### src/rtl/hls_run_ctrl_pkg.sv
// hls_run_ctrl_pkg: state encodings and slave channel slicing constants
// shared by the run sequencer and its slave-port arbiter.
package hls_run_ctrl_pkg;

    typedef enum logic [2:0] {
        IDLE,
        START,
        RUN,
        DONE,
        TIMEOUT
    } run_state_t;

    // A_GNT is the single cycle in which the access is driven onto channel 0
    typedef enum logic [1:0] {
        A_IDLE,
        A_GNT,
        A_ACC
    } arb_state_t;

    typedef enum logic {
        SEL_LD,
        SEL_RB
    } arb_sel_t;

    localparam int   CH0_LSB  = 0;
    localparam int   CH1_IDX  = 1;
    localparam logic CH1_FILL = 1'b0;

endpackage

### src/rtl/slave_port_arbiter.sv
// slave_port_arbiter: loader/readback fixed-priority arbiter with a single
// outstanding access on slave RAM channel 0.
module slave_port_arbiter
    import hls_run_ctrl_pkg::*;
#(
    parameter int ADDR_W = 7,
    parameter int DATA_W = 8,
    parameter int SIZE_W = 4
) (
    input  logic              clock,
    input  logic              reset,
    input  logic              enable,
    input  logic              ld_req,
    input  logic              ld_we,
    input  logic [ADDR_W-1:0] ld_addr,
    input  logic [DATA_W-1:0] ld_wdata,
    input  logic [SIZE_W-1:0] ld_size,
    output logic              ld_rdy,
    output logic [DATA_W-1:0] ld_rdata,
    input  logic              rb_req,
    input  logic              rb_we,
    input  logic [ADDR_W-1:0] rb_addr,
    input  logic [DATA_W-1:0] rb_wdata,
    input  logic [SIZE_W-1:0] rb_size,
    output logic              rb_rdy,
    output logic [DATA_W-1:0] rb_rdata,
    output logic              m_oe,
    output logic              m_we,
    output logic [ADDR_W-1:0] m_addr,
    output logic [DATA_W-1:0] m_wdata,
    output logic [SIZE_W-1:0] m_size,
    input  logic              m_rdy,
    input  logic [DATA_W-1:0] m_rdata,
    output logic              busy
);

    arb_state_t        r_state;
    arb_state_t        w_next;
    arb_sel_t          r_sel;
    logic              w_gnt_ld;
    logic              w_gnt_rb;
    logic              w_resp;
    logic              r_oe;
    logic              r_we;
    logic [ADDR_W-1:0] r_addr;
    logic [DATA_W-1:0] r_wdata;
    logic [SIZE_W-1:0] r_size;
    logic              r_ld_rdy;
    logic              r_rb_rdy;
    logic [DATA_W-1:0] r_ld_rdata;
    logic [DATA_W-1:0] r_rb_rdata;

    assign w_resp = (r_state == A_ACC) && m_rdy;

    always_ff @(posedge clock or negedge reset) begin
        if (!reset) begin
            r_state <= A_IDLE;
        end else begin
            r_state <= w_next;
        end
    end

    always_comb begin
        w_next   = r_state;
        w_gnt_ld = 1'b0;
        w_gnt_rb = 1'b0;
        unique case (r_state)
            A_IDLE: begin
                if (enable && ld_req) begin
                    w_gnt_ld = 1'b1;
                    w_next   = A_GNT;
                end else if (enable && rb_req) begin
                    w_gnt_rb = 1'b1;
                    w_next   = A_GNT;
                end
            end
            A_GNT:   w_next = A_ACC;
            A_ACC:   if (m_rdy) w_next = A_IDLE;
            default: w_next = A_IDLE;
        endcase
    end

    always_ff @(posedge clock or negedge reset) begin
        if (!reset) begin
            r_sel      <= SEL_LD;
            r_oe       <= 1'b0;
            r_we       <= 1'b0;
            r_addr     <= '0;
            r_wdata    <= '0;
            r_size     <= '0;
            r_ld_rdy   <= 1'b0;
            r_rb_rdy   <= 1'b0;
            r_ld_rdata <= '0;
            r_rb_rdata <= '0;
        end else begin
            r_oe     <= 1'b0;
            r_we     <= 1'b0;
            r_addr   <= '0;
            r_wdata  <= '0;
            r_size   <= '0;
            r_ld_rdy <= 1'b0;
            r_rb_rdy <= 1'b0;
            if (w_gnt_ld) begin
                r_sel   <= SEL_LD;
                r_oe    <= !ld_we;
                r_we    <= ld_we;
                r_addr  <= ld_addr;
                r_wdata <= ld_wdata;
                r_size  <= ld_size;
            end else if (w_gnt_rb) begin
                r_sel   <= SEL_RB;
                r_oe    <= !rb_we;
                r_we    <= rb_we;
                r_addr  <= rb_addr;
                r_wdata <= rb_wdata;
                r_size  <= rb_size;
            end
            if (w_resp && (r_sel == SEL_RB)) begin
                r_rb_rdy   <= 1'b1;
                r_rb_rdata <= m_rdata;
            end else if (w_resp) begin
                r_ld_rdy   <= 1'b1;
                r_ld_rdata <= m_rdata;
            end
        end
    end

    assign m_oe     = r_oe;
    assign m_we     = r_we;
    assign m_addr   = r_addr;
    assign m_wdata  = r_wdata;
    assign m_size   = r_size;
    assign ld_rdy   = r_ld_rdy;
    assign ld_rdata = r_ld_rdata;
    assign rb_rdy   = r_rb_rdy;
    assign rb_rdata = r_rb_rdata;
    assign busy     = (r_state != A_IDLE);

endmodule

### src/rtl/hls_run_ctrl.sv
// hls_run_ctrl: start/done sequencer with cycle count and timeout watchdog,
// sharing slave RAM channel 0 between loader and readback while idle.
module hls_run_ctrl
    import hls_run_ctrl_pkg::*;
#(
    parameter int ADDR_W = 7,
    parameter int DATA_W = 8,
    parameter int SIZE_W = 4,
    parameter int CNT_W  = 32
) (
    input  logic                clock,
    input  logic                reset,
    input  logic                cmd_valid,
    input  logic [CNT_W-1:0]    cmd_limit,
    output logic                cmd_ready,
    output logic                run_ok,
    output logic                run_to,
    output logic [CNT_W-1:0]    cycles,
    output logic                start_port,
    input  logic                done_port,
    output logic [1:0]          S_oe_ram,
    output logic [1:0]          S_we_ram,
    output logic [2*ADDR_W-1:0] S_addr_ram,
    output logic [2*DATA_W-1:0] S_Wdata_ram,
    output logic [2*SIZE_W-1:0] S_data_ram_size,
    input  logic [2*DATA_W-1:0] Sout_Rdata_ram,
    input  logic [1:0]          Sout_DataRdy,
    input  logic                ld_req,
    input  logic                ld_we,
    input  logic [ADDR_W-1:0]   ld_addr,
    input  logic [DATA_W-1:0]   ld_wdata,
    input  logic [SIZE_W-1:0]   ld_size,
    output logic                ld_rdy,
    output logic [DATA_W-1:0]   ld_rdata,
    input  logic                rb_req,
    input  logic                rb_we,
    input  logic [ADDR_W-1:0]   rb_addr,
    input  logic [DATA_W-1:0]   rb_wdata,
    input  logic [SIZE_W-1:0]   rb_size,
    output logic                rb_rdy,
    output logic [DATA_W-1:0]   rb_rdata
);

    localparam logic [CNT_W-1:0] CNT_ONE = {{(CNT_W-1){1'b0}}, 1'b1};

    run_state_t        r_state;
    run_state_t        w_next;
    logic [CNT_W-1:0]  r_limit;
    logic [CNT_W-1:0]  r_cnt;
    logic [CNT_W-1:0]  r_cycles;
    logic [CNT_W-1:0]  w_cnt_inc;
    logic              r_run_ok;
    logic              r_run_to;
    logic              r_start;
    logic              w_idle_like;
    logic              w_accept;
    logic              w_limit_hit;
    logic              w_arb_en;
    logic              w_arb_busy;
    logic              w_oe;
    logic              w_we;
    logic [ADDR_W-1:0] w_addr;
    logic [DATA_W-1:0] w_wdata;
    logic [SIZE_W-1:0] w_size;
    logic              w_mem_rdy;
    logic [DATA_W-1:0] w_mem_rdata;
    logic              w_unused;

    assign w_idle_like = (r_state == IDLE) || (r_state == DONE);
    assign cmd_ready   = w_idle_like && !w_arb_busy;
    assign w_accept    = cmd_valid && cmd_ready;
    // a same-cycle command wins over a new memory request
    assign w_arb_en    = (w_idle_like || (r_state == TIMEOUT)) && !w_accept;
    assign w_cnt_inc   = (&r_cnt) ? r_cnt : r_cnt + CNT_ONE;
    assign w_limit_hit = (r_limit != '0) && (w_cnt_inc == r_limit);

    always_ff @(posedge clock or negedge reset) begin
        if (!reset) begin
            r_state <= IDLE;
        end else begin
            r_state <= w_next;
        end
    end

    always_comb begin
        w_next = r_state;
        unique case (r_state)
            IDLE, DONE: if (w_accept) w_next = START;
            START:      w_next = done_port ? DONE : RUN;
            RUN: begin
                if (done_port) begin
                    w_next = DONE;
                end else if (w_limit_hit) begin
                    w_next = TIMEOUT;
                end
            end
            TIMEOUT:    w_next = TIMEOUT;
            default:    w_next = IDLE;
        endcase
    end

    always_ff @(posedge clock or negedge reset) begin
        if (!reset) begin
            r_limit  <= '0;
            r_cnt    <= '0;
            r_cycles <= '0;
            r_run_ok <= 1'b0;
            r_run_to <= 1'b0;
            r_start  <= 1'b0;
        end else begin
            r_run_ok <= 1'b0;
            r_start  <= w_accept;
            unique case (r_state)
                IDLE, DONE: begin
                    if (w_accept) begin
                        r_limit  <= cmd_limit;
                        r_cnt    <= '0;
                        r_cycles <= '0;
                    end
                end
                START: begin
                    r_cnt <= CNT_ONE;
                    if (done_port) begin
                        r_cycles <= CNT_ONE;
                        r_run_ok <= 1'b1;
                    end
                end
                RUN: begin
                    r_cnt <= w_cnt_inc;
                    if (done_port) begin
                        r_cycles <= w_cnt_inc;
                        r_run_ok <= 1'b1;
                    end else if (w_limit_hit) begin
                        r_cycles <= r_limit;
                        r_run_to <= 1'b1;
                    end
                end
                default: ;
            endcase
        end
    end

    assign run_ok     = r_run_ok;
    assign run_to     = r_run_to;
    assign cycles     = r_cycles;
    assign start_port = r_start;

    slave_port_arbiter #(
        .ADDR_W (ADDR_W),
        .DATA_W (DATA_W),
        .SIZE_W (SIZE_W)
    ) u_arb (
        .clock    (clock),
        .reset    (reset),
        .enable   (w_arb_en),
        .ld_req   (ld_req),
        .ld_we    (ld_we),
        .ld_addr  (ld_addr),
        .ld_wdata (ld_wdata),
        .ld_size  (ld_size),
        .ld_rdy   (ld_rdy),
        .ld_rdata (ld_rdata),
        .rb_req   (rb_req),
        .rb_we    (rb_we),
        .rb_addr  (rb_addr),
        .rb_wdata (rb_wdata),
        .rb_size  (rb_size),
        .rb_rdy   (rb_rdy),
        .rb_rdata (rb_rdata),
        .m_oe     (w_oe),
        .m_we     (w_we),
        .m_addr   (w_addr),
        .m_wdata  (w_wdata),
        .m_size   (w_size),
        .m_rdy    (w_mem_rdy),
        .m_rdata  (w_mem_rdata),
        .busy     (w_arb_busy)
    );

    assign w_mem_rdy   = Sout_DataRdy[CH0_LSB];
    assign w_mem_rdata = Sout_Rdata_ram[CH0_LSB +: DATA_W];
    assign w_unused    = ^{Sout_DataRdy[CH1_IDX],
                           Sout_Rdata_ram[CH1_IDX*DATA_W +: DATA_W]};

    assign S_oe_ram[CH0_LSB]                          = w_oe;
    assign S_oe_ram[CH1_IDX]                          = CH1_FILL;
    assign S_we_ram[CH0_LSB]                          = w_we;
    assign S_we_ram[CH1_IDX]                          = CH1_FILL;
    assign S_addr_ram[CH0_LSB +: ADDR_W]              = w_addr;
    assign S_addr_ram[CH1_IDX*ADDR_W +: ADDR_W]       = {ADDR_W{CH1_FILL}};
    assign S_Wdata_ram[CH0_LSB +: DATA_W]             = w_wdata;
    assign S_Wdata_ram[CH1_IDX*DATA_W +: DATA_W]      = {DATA_W{CH1_FILL}};
    assign S_data_ram_size[CH0_LSB +: SIZE_W]         = w_size;
    assign S_data_ram_size[CH1_IDX*SIZE_W +: SIZE_W]  = {SIZE_W{CH1_FILL}};

endmodule

### config.mk
export PLATFORM = sky130hd
export DESIGN_NAME = hls_run_ctrl
export DESIGN_NICKNAME = d
export VERILOG_FILES = /design/src/rtl/hls_run_ctrl_pkg.sv /design/src/rtl/slave_port_arbiter.sv /design/src/rtl/hls_run_ctrl.sv
export SDC_FILE = /design/constraint.sdc
export NUM_CORES = 1
export LEC_CHECK = 0
export CAP_MARGIN = 20
export CORE_MARGIN = 1
export CORE_UTILIZATION = 55
export DETAILED_ROUTE_END_ITERATION = 6
export PLACE_DENSITY = 0.95
export SLEW_MARGIN = 10
export SYNTH_ARGS = -nofsm -noshare
export SYNTH_HDL_FRONTEND = slang
export SYNTH_SLANG_ARGS = --single-unit
### constraint.sdc
create_clock -name clock -period 9.85 [get_ports clock]
set_clock_uncertainty 0.15 [all_clocks]
set_input_delay 1.97 -clock clock [delete_from_list [all_inputs] [get_ports clock]]
set_output_delay 1.97 -clock clock [all_outputs]
set_load 0.1 [all_outputs]
* Word level (Yosys, flattened, before mapping)
Cells that the tools add are included.
** Storage, ports and cells
- Register bits :: 144
- Output and inout bits :: 96
- Logic and storage cells :: 101
** Operators by class
- Add/sub/neg operators :: 1
- Equal/unequal tests :: 12
- Mux-type cells :: 38
- Bitwise logic cells :: 2
- Reduce and logical (&&, ||, !) cells :: 30
** Operator list (count)
- 32-bit case mux with 3 select lines :: 2
- 32-bit 2-to-1 mux :: 5
- 32-bit by 1-bit adder with 32-bit output (second input constant) :: 1
- 32-bit equality test :: 1
- 32-bit AND reduction :: 1
- 32-bit nonzero test :: 1
- 1-bit 2-to-1 mux :: 17
- 8-bit 2-to-1 mux :: 2
- 7-bit 2-to-1 mux :: 2
- 3-bit case mux with 4 select lines :: 1
- 2-bit AND reduction :: 5
- 3-bit 2-to-1 mux :: 3
- 1-bit logical AND :: 8
- 4-bit 2-to-1 mux :: 2
- 3-bit by 2-bit equality test with 1-bit output (second input constant) :: 2
- 2-bit 2-to-1 mux :: 3
- 2-bit != test (second input constant) :: 3
- 2-bit case mux with 3 select lines :: 1
- 1-bit logical NOT :: 4
- 4-bit AND reduction :: 1
- 2-bit nonzero test :: 2
- 2-bit OR reduction :: 2
- 3-bit by 1-bit equality test with 1-bit output (second input constant) :: 1
- 3-bit equality test (second input constant) :: 1
- 10 further kinds :: 12

* Logic depth before layout (Yosys ltp)
Gate-level depths: netlist (run 1).
- Depth after elaboration :: 12
- Mapped depth :: 15

* By module
Synthesis (run 1) repeated with hierarchy kept, for this count alone.
** Unflattened totals
- Cells, all modules :: 1106
- Area total of the unflattened synthesis :: 9559.2 µm²
** Modules (own cells, without submodules)
- hls_run_ctrl :: instances 1, cells an instance 1007, area an instance 7918.8 µm², sequential area each 2552.4 µm²
- slave_port_arbiter :: instances 1, cells an instance 99, area an instance 1640.3 µm², sequential area each 1051.0 µm²

* Least setup slack after synthesis (run 1)
OpenSTA, ideal clock, no wires.
- Path kind :: register -> output
- Start point :: reg r_state[0]
- End point :: out cmd_ready
- Data arrival time :: 4.016 ns
- Data required time :: 7.730 ns
- Path slack :: 3.714 ns
- Cell stages (with the launch flop) :: 5
- Path buffers :: 1
- Cell sequence :: dfrtp_1 -> clkbuf_1 -> nand2_1 -> nor2b_1 -> nor4b_1
** On the way
- Cells in the longest elaborated chain, start to end :: 3
- Elaborated cells on any way between the ends :: 4
- Those cells by class :: 1 x eq/ne; 3 x reduce/logical
** RTL lines
- from (decl) :: line hls_run_ctrl.sv:46 : run_state_t r_state;
- from (signal assigned) :: line hls_run_ctrl.sv:81 : r_state <= w_next;
- 3-bit by 2-bit equality test with 1-bit output / 3-bit logical NOT (equally long branches) :: line hls_run_ctrl.sv:69 : assign w_idle_like = (r_state == IDLE) || (r_state == DONE);
- 1-bit logical OR (*) :: line hls_run_ctrl.sv:69
- 1-bit logical AND (*) :: line hls_run_ctrl.sv:70 : assign cmd_ready = w_idle_like && !w_arb_busy;
- to (decl) :: line hls_run_ctrl.sv:15 : output logic cmd_ready,
Mark *: on every way between the ends. The rest lies on a longest branch, timed or not.

* Final worst setup path (run 1)
- Start point :: reg r_cnt[0]
- End point :: reg r_cycles[16] (netlist: cycles[16])
** On the way
- Cells in the longest elaborated chain, start to end :: 6
- Elaborated cells on any way between the ends :: 9
- Those cells by class :: 1 x add/sub; 2 x eq/ne; 3 x mux; 3 x reduce/logical
** RTL lines
- from (decl) :: line hls_run_ctrl.sv:49 : logic [CNT_W-1:0] r_cnt;
- from (signal assigned) :: line hls_run_ctrl.sv:129 : r_cnt <= w_cnt_inc;
- 32-bit by 1-bit adder with 32-bit output / 32-bit AND reduction (equally long branches) :: line hls_run_ctrl.sv:74 : assign w_cnt_inc = (&r_cnt) ? r_cnt : r_cnt + CNT_ONE;
- 32-bit 2-to-1 mux (*) :: line hls_run_ctrl.sv:74
- 32-bit equality test :: line hls_run_ctrl.sv:75 : assign w_limit_hit = (r_limit != '0) && (w_cnt_inc == r_limit);
- 1-bit logical AND :: line hls_run_ctrl.sv:75
- 3-bit != test (no source line)
- 4-bit AND reduction (no source line)
- to (signal assigned) :: line hls_run_ctrl.sv:131 : r_cycles <= w_cnt_inc;
- to (signal assigned) :: line hls_run_ctrl.sv:134 : r_cycles <= r_limit;
- to (decl) :: line hls_run_ctrl.sv:50 : logic [CNT_W-1:0] r_cycles;
Marked as above.
A chain may end at the register's enable or synchronous reset.

==> reports/metrics.csv, run 1 <==
stage,metric,value,unit
outcome,run_status,"finished, violations left",
outcome,violations,design-rule violations,
detailed_routing,remaining_drc_errors,1,
pwr,vdd_drop_max,301,uV
synthesis,syn_area,8230,um^2
min_path,hold_path.class,reg2reg,
floorplan,io_pins,192,
synthesis,synth_area_leaders,"dfrtp_1, nand2_1, mux2_1, xnor2_1, o21ai_0",
detailed_routing,wire_per_inst,20.3,um
sta,setup_tns,0,ns
detailed_routing,routed-wl-met2,11.8,mm
worst_setup_path,path_delay_family,simple AND/OR/NAND/NOR gates,
cells_and_area,final_cell_mix,"nand2_1, clkdlybuf4s50_1, dfrtp_1",
synthesis,synth_seq_cells,144,
grt,overflow,0,
place,placedCellCount,1188,
worst_setup_path,crit_chain,ha_1 > nand4_2 > or4_1 > o21ai_1 > xor2_1 > o32a_1 > nand4_1 > nor4_1 > and3b_1 > o21ai_4 > buf_16 > mux2_1,
place,portBuffers,161,
synthesis,synth_flop_cell,dfrtp_1,
clocking,clkTransAtPathRegs,0.07,ns
cells_and_area,drive_above_1_share,7.04,%
grt,grtUsageTotal,33.0,%
pwr,p_comb_share,37.0,%
worst_setup_path,critPathLaunchType,flip-flop,
grt,antenna_found_initial,1,
clocking,cts_resized,0,
detailed_routing,drt_iter0_drc,627,
clocking,cts_inserted_buffers,17,
sta,finalSetupViolCount,0,
pwr,totalPowerFinal,2.07,mW
clocking,clockRootBuffer,clkbuf_16,
detailed_routing,wl_met3,2.14,mm
detailed_routing,drtAntennaViolNets,0,
cells_and_area,antennaDiodeCount,0,
sta,rsz0062_at_grt,no,
synthesis,synth_cells,906,
detailed_routing,drt_pass1_iterations,7,
sta,period_minus_slack,5.49,ns
clocking,cts_htree_levels,4,
detailed_routing,drt-total-wl,24.8,mm
worst_setup_path,critical_path_class,reg2reg,
sta,max_freq,0.182,GHz
synthesis,yosysWarnings,0,
synthesis,yosysUniqueCellTypes,74,
floorplan,dieHeight,124,um
worst_setup_path,endpoint_kind,flip-flop,
pwr,p_sw_share,43.6,%
worst_setup_path,critPathSlowestCell,or4_1,
worst_setup_path,path_buf_inv,1,
synthesis,synth_top_area_share,43.8,%
floorplan,start_util,56.4,%
pwr,p_leak,4.60,nW
sta,final_hold_viol_count,0,
run,drv_cap,0,
detailed_routing,routed.top_layer,met4,
floorplan,num_rows,44,
grt,grt_pass1_vias,7190,
synthesis,avgSynthCellArea,9.08,um^2
sta,slew_violations,0,
sta,layout_setup_ws,4.36,ns
pwr,powerDensity,200,nW/um^2
synthesis,synth_edf_count,0,
floorplan,core_area,14600,um^2
worst_setup_path,critical_path_required,10.00,ns
floorplan,die_area,15400,um^2
cells_and_area,nNetsFinal,1121,
place,place_ws,4.61,ns
cells_and_area,fillers,1020,
worst_setup_path,cp_slowest_stage_delay,0.97,ns
cells_and_area,area_delta_synth_final,25.7,%
clocking,cts_tree,built,
clocking,postCtsSetupRepairBufs,0,
clocking,cts_sinks,144,
detailed_routing,via_count,7488,
clocking,cts.path.max_buffers,2,
sta,worst_pin_slew,1.02,ns
clocking,holdBufCountCts,0,
sta,slew_headroom,31.9,%
cells_and_area,instances_no_fill,1221,
grt,grt_pass1_wl,39.9,mm
detailed_routing,routed_via_density,6.13,
synthesis,yosysTopAreaCell,dfrtp_1,
place,globalplace.congestion,0.968,
floorplan,die_w,124,um
synthesis,async_flop_share,100,%
worst_setup_path,arrival,5.64,ns
grt,grt_max_degree,77,
clocking,clk_latency,0.43,ns
place,hpwl,17.2,mm
cells_and_area,final_common_cell,nand2_1,
detailed_routing,m1WireLength,10.2,mm
synthesis,ys_seq_area_share,43.8,%
pwr,p_seq_share,33.7,%
sta,finalCritPeriodShare,55.7,%
pwr,switchingPower,0.901,mW
pwr,p_int,1.16,mW
pwr,power_frac_clock,29.3,%
worst_setup_path,critPathMaxFanout,22,
==> per-layer routing <==
layer / vias to the layer above / track usage, %
met5: - / 0
met4: 0 / 10.3
met3: 59 / 8.46
met2: 383 / 51.7
met1: 3623 / 45.0
li1: 3423 / -
==> flip-flops by register name, summed over array words and instances, names as in the netlist <==
register,cells
cycles,32
r_cnt,32
r_limit,32
u_arb.ld_rdata,8
u_arb.m_wdata,8
u_arb.rb_rdata,8
u_arb.m_addr,7
u_arb.m_size,4
r_state,3
u_arb.r_state,2
run_ok,1
run_to,1
start_port,1
u_arb.ld_rdy,1
u_arb.m_oe,1
u_arb.m_we,1
u_arb.r_sel,1
u_arb.rb_rdy,1
==> per-stage QoR <==
step	util, %	hold WS [ns]	area [um^2]
floorplan	-	0.323	8300
global placement	66.9	0.307	9760
detailed placement	66.9	0.312	9760
CTS	70.7	0.335	10300
global route	70.8	0.347	10300
finish	70.8	0.335	10300
==> tightest hold or removal path: cells and delay by family, from the launching register on <==
| family | cells | cell delay, ns |
|---|---|---|
| and+or+nand+nor | 2 | 0.11 |
| DFF | 1 | 0.35 |
==> final cells by class <==
cell class                 count  area (um^2)  share of cell area, %
tap                          184          230                   2.23
timing repair buffer         171         1700                   16.5
inverter                      13         48.8                  0.472
clock buffer                  17          425                   4.12
clock inverter                15          125                   1.21
multi-input combinational    677         4200                   40.6
sequential                   144         3600                   34.9
==> final timing paths <==
path	start	end	slack, ns	cells after the start
hold reg to reg	u_arb.rb_rdata[0]	u_arb.rb_rdata[0]	0.34	2
setup / recovery	r_cnt[0]	cycles[16]	4.36	12
hold / removal	u_arb.rb_rdata[0]	u_arb.rb_rdata[0]	0.34	2
setup reg to reg	r_cnt[0]	cycles[16]	4.36	12
min in group asynchronous	reset	u_arb.m_wdata[0]	1.38	1
max in group asynchronous	reset	cycles[7]	6.74	2
==> kinds of logic after synthesis <==
logic type	share of synthesized area [%]
AND/OR/NAND/NOR	21.0
AO/OA/AOI/OAI	16.5
flip-flops	43.8
buffers and inverters	6.16
XOR/XNOR	5.70
multiplexers	6.63
adder cells (fa/ha/maj)	0.152
other	0.0456
==> synth_stat cells, types with 18 or more instances <==
cell,instances
nand2_1,168
a22o_1,21
buf_2,18
a21oi_1,24
buf_4,24
nor2_1,68
mux2_1,32
clkbuf_1,47
xor2_1,20
o21ai_0,52
a211oi_1,34
xnor2_1,31
dfrtp_1,144
==> power by group through the flow <==
| stage | logic [mW] | clock network (mW) | registers, mW |
|---|---|---|---|
| after global placement | 0.754 | 0 | 0.697 |
| after CTS | 0.765 | 0.612 | 0.694 |
| after detailed placement | 0.762 | 0 | 0.703 |
| after floorplan | 0.148 | 0 | 1.12 |
| final | 0.763 | 0.606 | 0.696 |
| after global routing | 0.783 | 0.641 | 0.701 |
No activity file was read; power rests on OpenSTA's default activity.
==> run 2: changes to the inputs <==
--- a/config.mk
+++ b/config.mk
@@ -7,9 +7,9 @@
 export LEC_CHECK = 0
 export CAP_MARGIN = 20
 export CORE_MARGIN = 1
-export CORE_UTILIZATION = 55
+export CORE_UTILIZATION = 51
 export DETAILED_ROUTE_END_ITERATION = 6
-export PLACE_DENSITY = 0.95
+export PLACE_DENSITY = 0.9
 export SLEW_MARGIN = 10
 export SYNTH_ARGS = -nofsm -noshare
 export SYNTH_HDL_FRONTEND = slang
==> constraint.sdc (replaced) <==
create_clock -name clock -period 5.32 [get_ports clock]
set_clock_uncertainty 0.15 [all_clocks]
set_input_delay 1.064 -clock clock [delete_from_list [all_inputs] [get_ports clock]]
set_output_delay 1.064 -clock clock [all_outputs]
set_load 0.1 [all_outputs]
==> run 2 against run 1 <==
Against the previous run:
- via count is 1.4% higher
- utilization is 4.7 points lower
- sequential cell count stayed put
- maximum frequency is 13% higher
- cell count is 3.5% higher
- first-iteration DRC count is 11% higher
- die area is 7.7% higher
- largest power group unchanged
- sequential share of layout area is 0.43 points lower
- critical path type unchanged
- the flow now finishes without violations
- non-clock buffer count is 12 higher
- power is 86% higher
- critical path depth is 1 higher
- sequential power is 84% higher
==> reports/metrics.csv, run 2 (same netlist as run 1, synthesis figures left out) <==
stage,metric,value,unit,change
detailed_routing,via_count,7592,,+1.4%
sta,period_minus_slack,4.85,ns,-0.634 ns
detailed_routing,remaining_drc_errors,0,,-1
floorplan,num_rows,46,,+4.5%
place,placedCellCount,1233,,+3.8%
sta,slew_headroom,26.4,%,-5.5 points
cells_and_area,final_cell_mix,"nand2_1, clkdlybuf4s50_1, dfrtp_1",,
cells_and_area,fin_util,66.1,%,-4.7 points
detailed_routing,wire_per_inst,20.2,um,-0.40%
clocking,cts_sinks,144,,unchanged
worst_setup_path,endpoint_kind,flip-flop,,
pwr,powerDensity,367,nW/um^2,+84%
place,portBuffers,161,,unchanged
clocking,cts_tree,built,,
cells_and_area,area_delta_synth_final,27.2,%,
grt,grt_pass1_wl,39.9,mm,+0.14%
grt,overflow,0,,unchanged
min_path,hold_path.class,reg2reg,,
floorplan,die_area,16600,um^2,+7.7%
place,hpwl,18.0,mm,+4.7%
clocking,clockRootBuffer,clkbuf_16,,
clocking,postCtsSetupRepairBufs,0,,unchanged
clocking,cts.path.max_buffers,2,,unchanged
floorplan,die_w,129,um,+3.8%
clocking,cts_htree_levels,4,,unchanged
sta,rsz0062_at_grt,no,,
detailed_routing,drt-total-wl,25.6,mm,+3.1%
cells_and_area,antennaDiodeCount,0,,unchanged
floorplan,core_area,15800,um^2,+8.5%
detailed_routing,drt_pass1_iterations,6,,-1
sta,finalCritPeriodShare,91.2,%,+36 points
worst_setup_path,r2r_cells,13,,+1
worst_setup_path,critical_path_class,reg2reg,,
worst_setup_path,arrival,5.01,ns,-0.63 ns
clocking,clkTransAtPathRegs,0.07,ns,about the same
sta,worst_pin_slew,1.10,ns,+0.0845 ns
clocking,cts_inserted_buffers,17,,unchanged
grt,grt_max_degree,69,,-10%
floorplan,start_util,52.0,%,-4.4 points
min_path,hold_depth,1,,-1
pwr,vdd_drop_max,549,uV,+82%
clocking,cts_resized,0,,unchanged
run,drv_cap,0,,unchanged
floorplan,io_pins,192,,unchanged
detailed_routing,drtAntennaViolNets,0,,unchanged
worst_setup_path,critPathLaunchType,flip-flop,,
grt,antenna_found_initial,0,,-1
place,globalplace.congestion,1.00,,+3.5%
sta,max_freq,0.206,GHz,+13%
sta,final_hold_viol_count,0,,unchanged
sta,finalSetupViolCount,0,,unchanged
detailed_routing,routed_via_density,6.01,,-2.1%
pwr,p_leak,4.65,nW,+1.2%
worst_setup_path,critPathMaxFanout,23,,+4.5%
sta,setup_tns,0,ns,unchanged
floorplan,dieHeight,129,um,+3.8%
grt,grt_pass1_vias,7406,,+3.0%
worst_setup_path,critical_path_required,5.47,ns,-4.53 ns
cells_and_area,nNetsFinal,1133,,+1.1%
clocking,holdBufCountCts,0,,unchanged
outcome,run_status,"finished, final reports clean",,
detailed_routing,drt_iter0_drc,699,,+11%
cells_and_area,drive_above_1_share,8.02,%,+0.98 points
cells_and_area,instances_no_fill,1264,,+3.5%
cells_and_area,final_common_cell,nand2_1,,
clocking,clk_latency,0.43,ns,about the same
sta,slew_violations,0,,unchanged
grt,grtUsageTotal,32.1,%,-0.98 points
==> run 2: changes by cell type in the layout (fill, tap and decap cells not counted), sizes merged <==
cell and change:
inv -2, clkbuf +1, buf +12, clkinv -1, bufinv +1
==> run 2: metal layers <==
layer  routed length, um  track usage (%)  vias to the layer above
li1                    -                -                     3434
met1                9530             37.6                     3632
met2               12400             52.8                      436
met3                2470             10.4                       90
met4                1170             16.3                        0
met5                   0                0                        -
==> run 2: worst paths after layout <==
path / to / slack [ns] / startpoint
worst max-delay path: cycles[30] / 0.47 / r_cnt[1]
worst min-delay path: cycles[27] / 0.34 / cycles[27]
worst max register to register: cycles[30] / 0.47 / r_cnt[1]
worst min register to register: cycles[27] / 0.34 / cycles[27]
max in group asynchronous: r_cnt[17] / 3.45 / reset
min in group asynchronous: r_cnt[23] / 0.48 / reset
==> run 2: layout make-up <==
class	instances	area, um^2
clock buffers	18	429
multi-input cells	677	4200
inverters	13	48.8
fillers	1205	5360
clock inverters	13	130
repair buffers	183	1790
flip-flops and latches	144	3600
well taps	216	270
==> run 2: worst max-delay path, stage by stage (launching register included) <==
cell and delay, ns:
dfrtp_1 0.41, ha_1 0.38, nand4_2 0.31, or4_1 0.83, buf_4 0.28, o21ai_0 0.53
a221oi_2 0.15, o221ai_1 0.12, or4_1 0.16, a2111oi_2 0.05, and3b_1 0.19, o21ai_2 0.52
buf_12 0.26, mux2_1 0.35
==> run 2: stage by stage <==
stage	area, um^2	power, mW	hold slack [ns]	setup slack [ns]
after floorplan	8310	2.35	0.323	0.989
after global placement	9910	2.69	0.309	0.704
after detailed placement	9910	2.71	0.322	0.589
after CTS	10500	3.86	0.342	0.556
after global routing	10500	3.96	0.358	0.239
final	10500	3.84	0.337	0.466
==> run 2: where the power goes <==
group	internal (mW)	switching (mW)	leakage [nW]
combinational	0.331	1.08	2.62
clock	0.650	0.500	0.266
sequential	1.22	0.0678	1.77
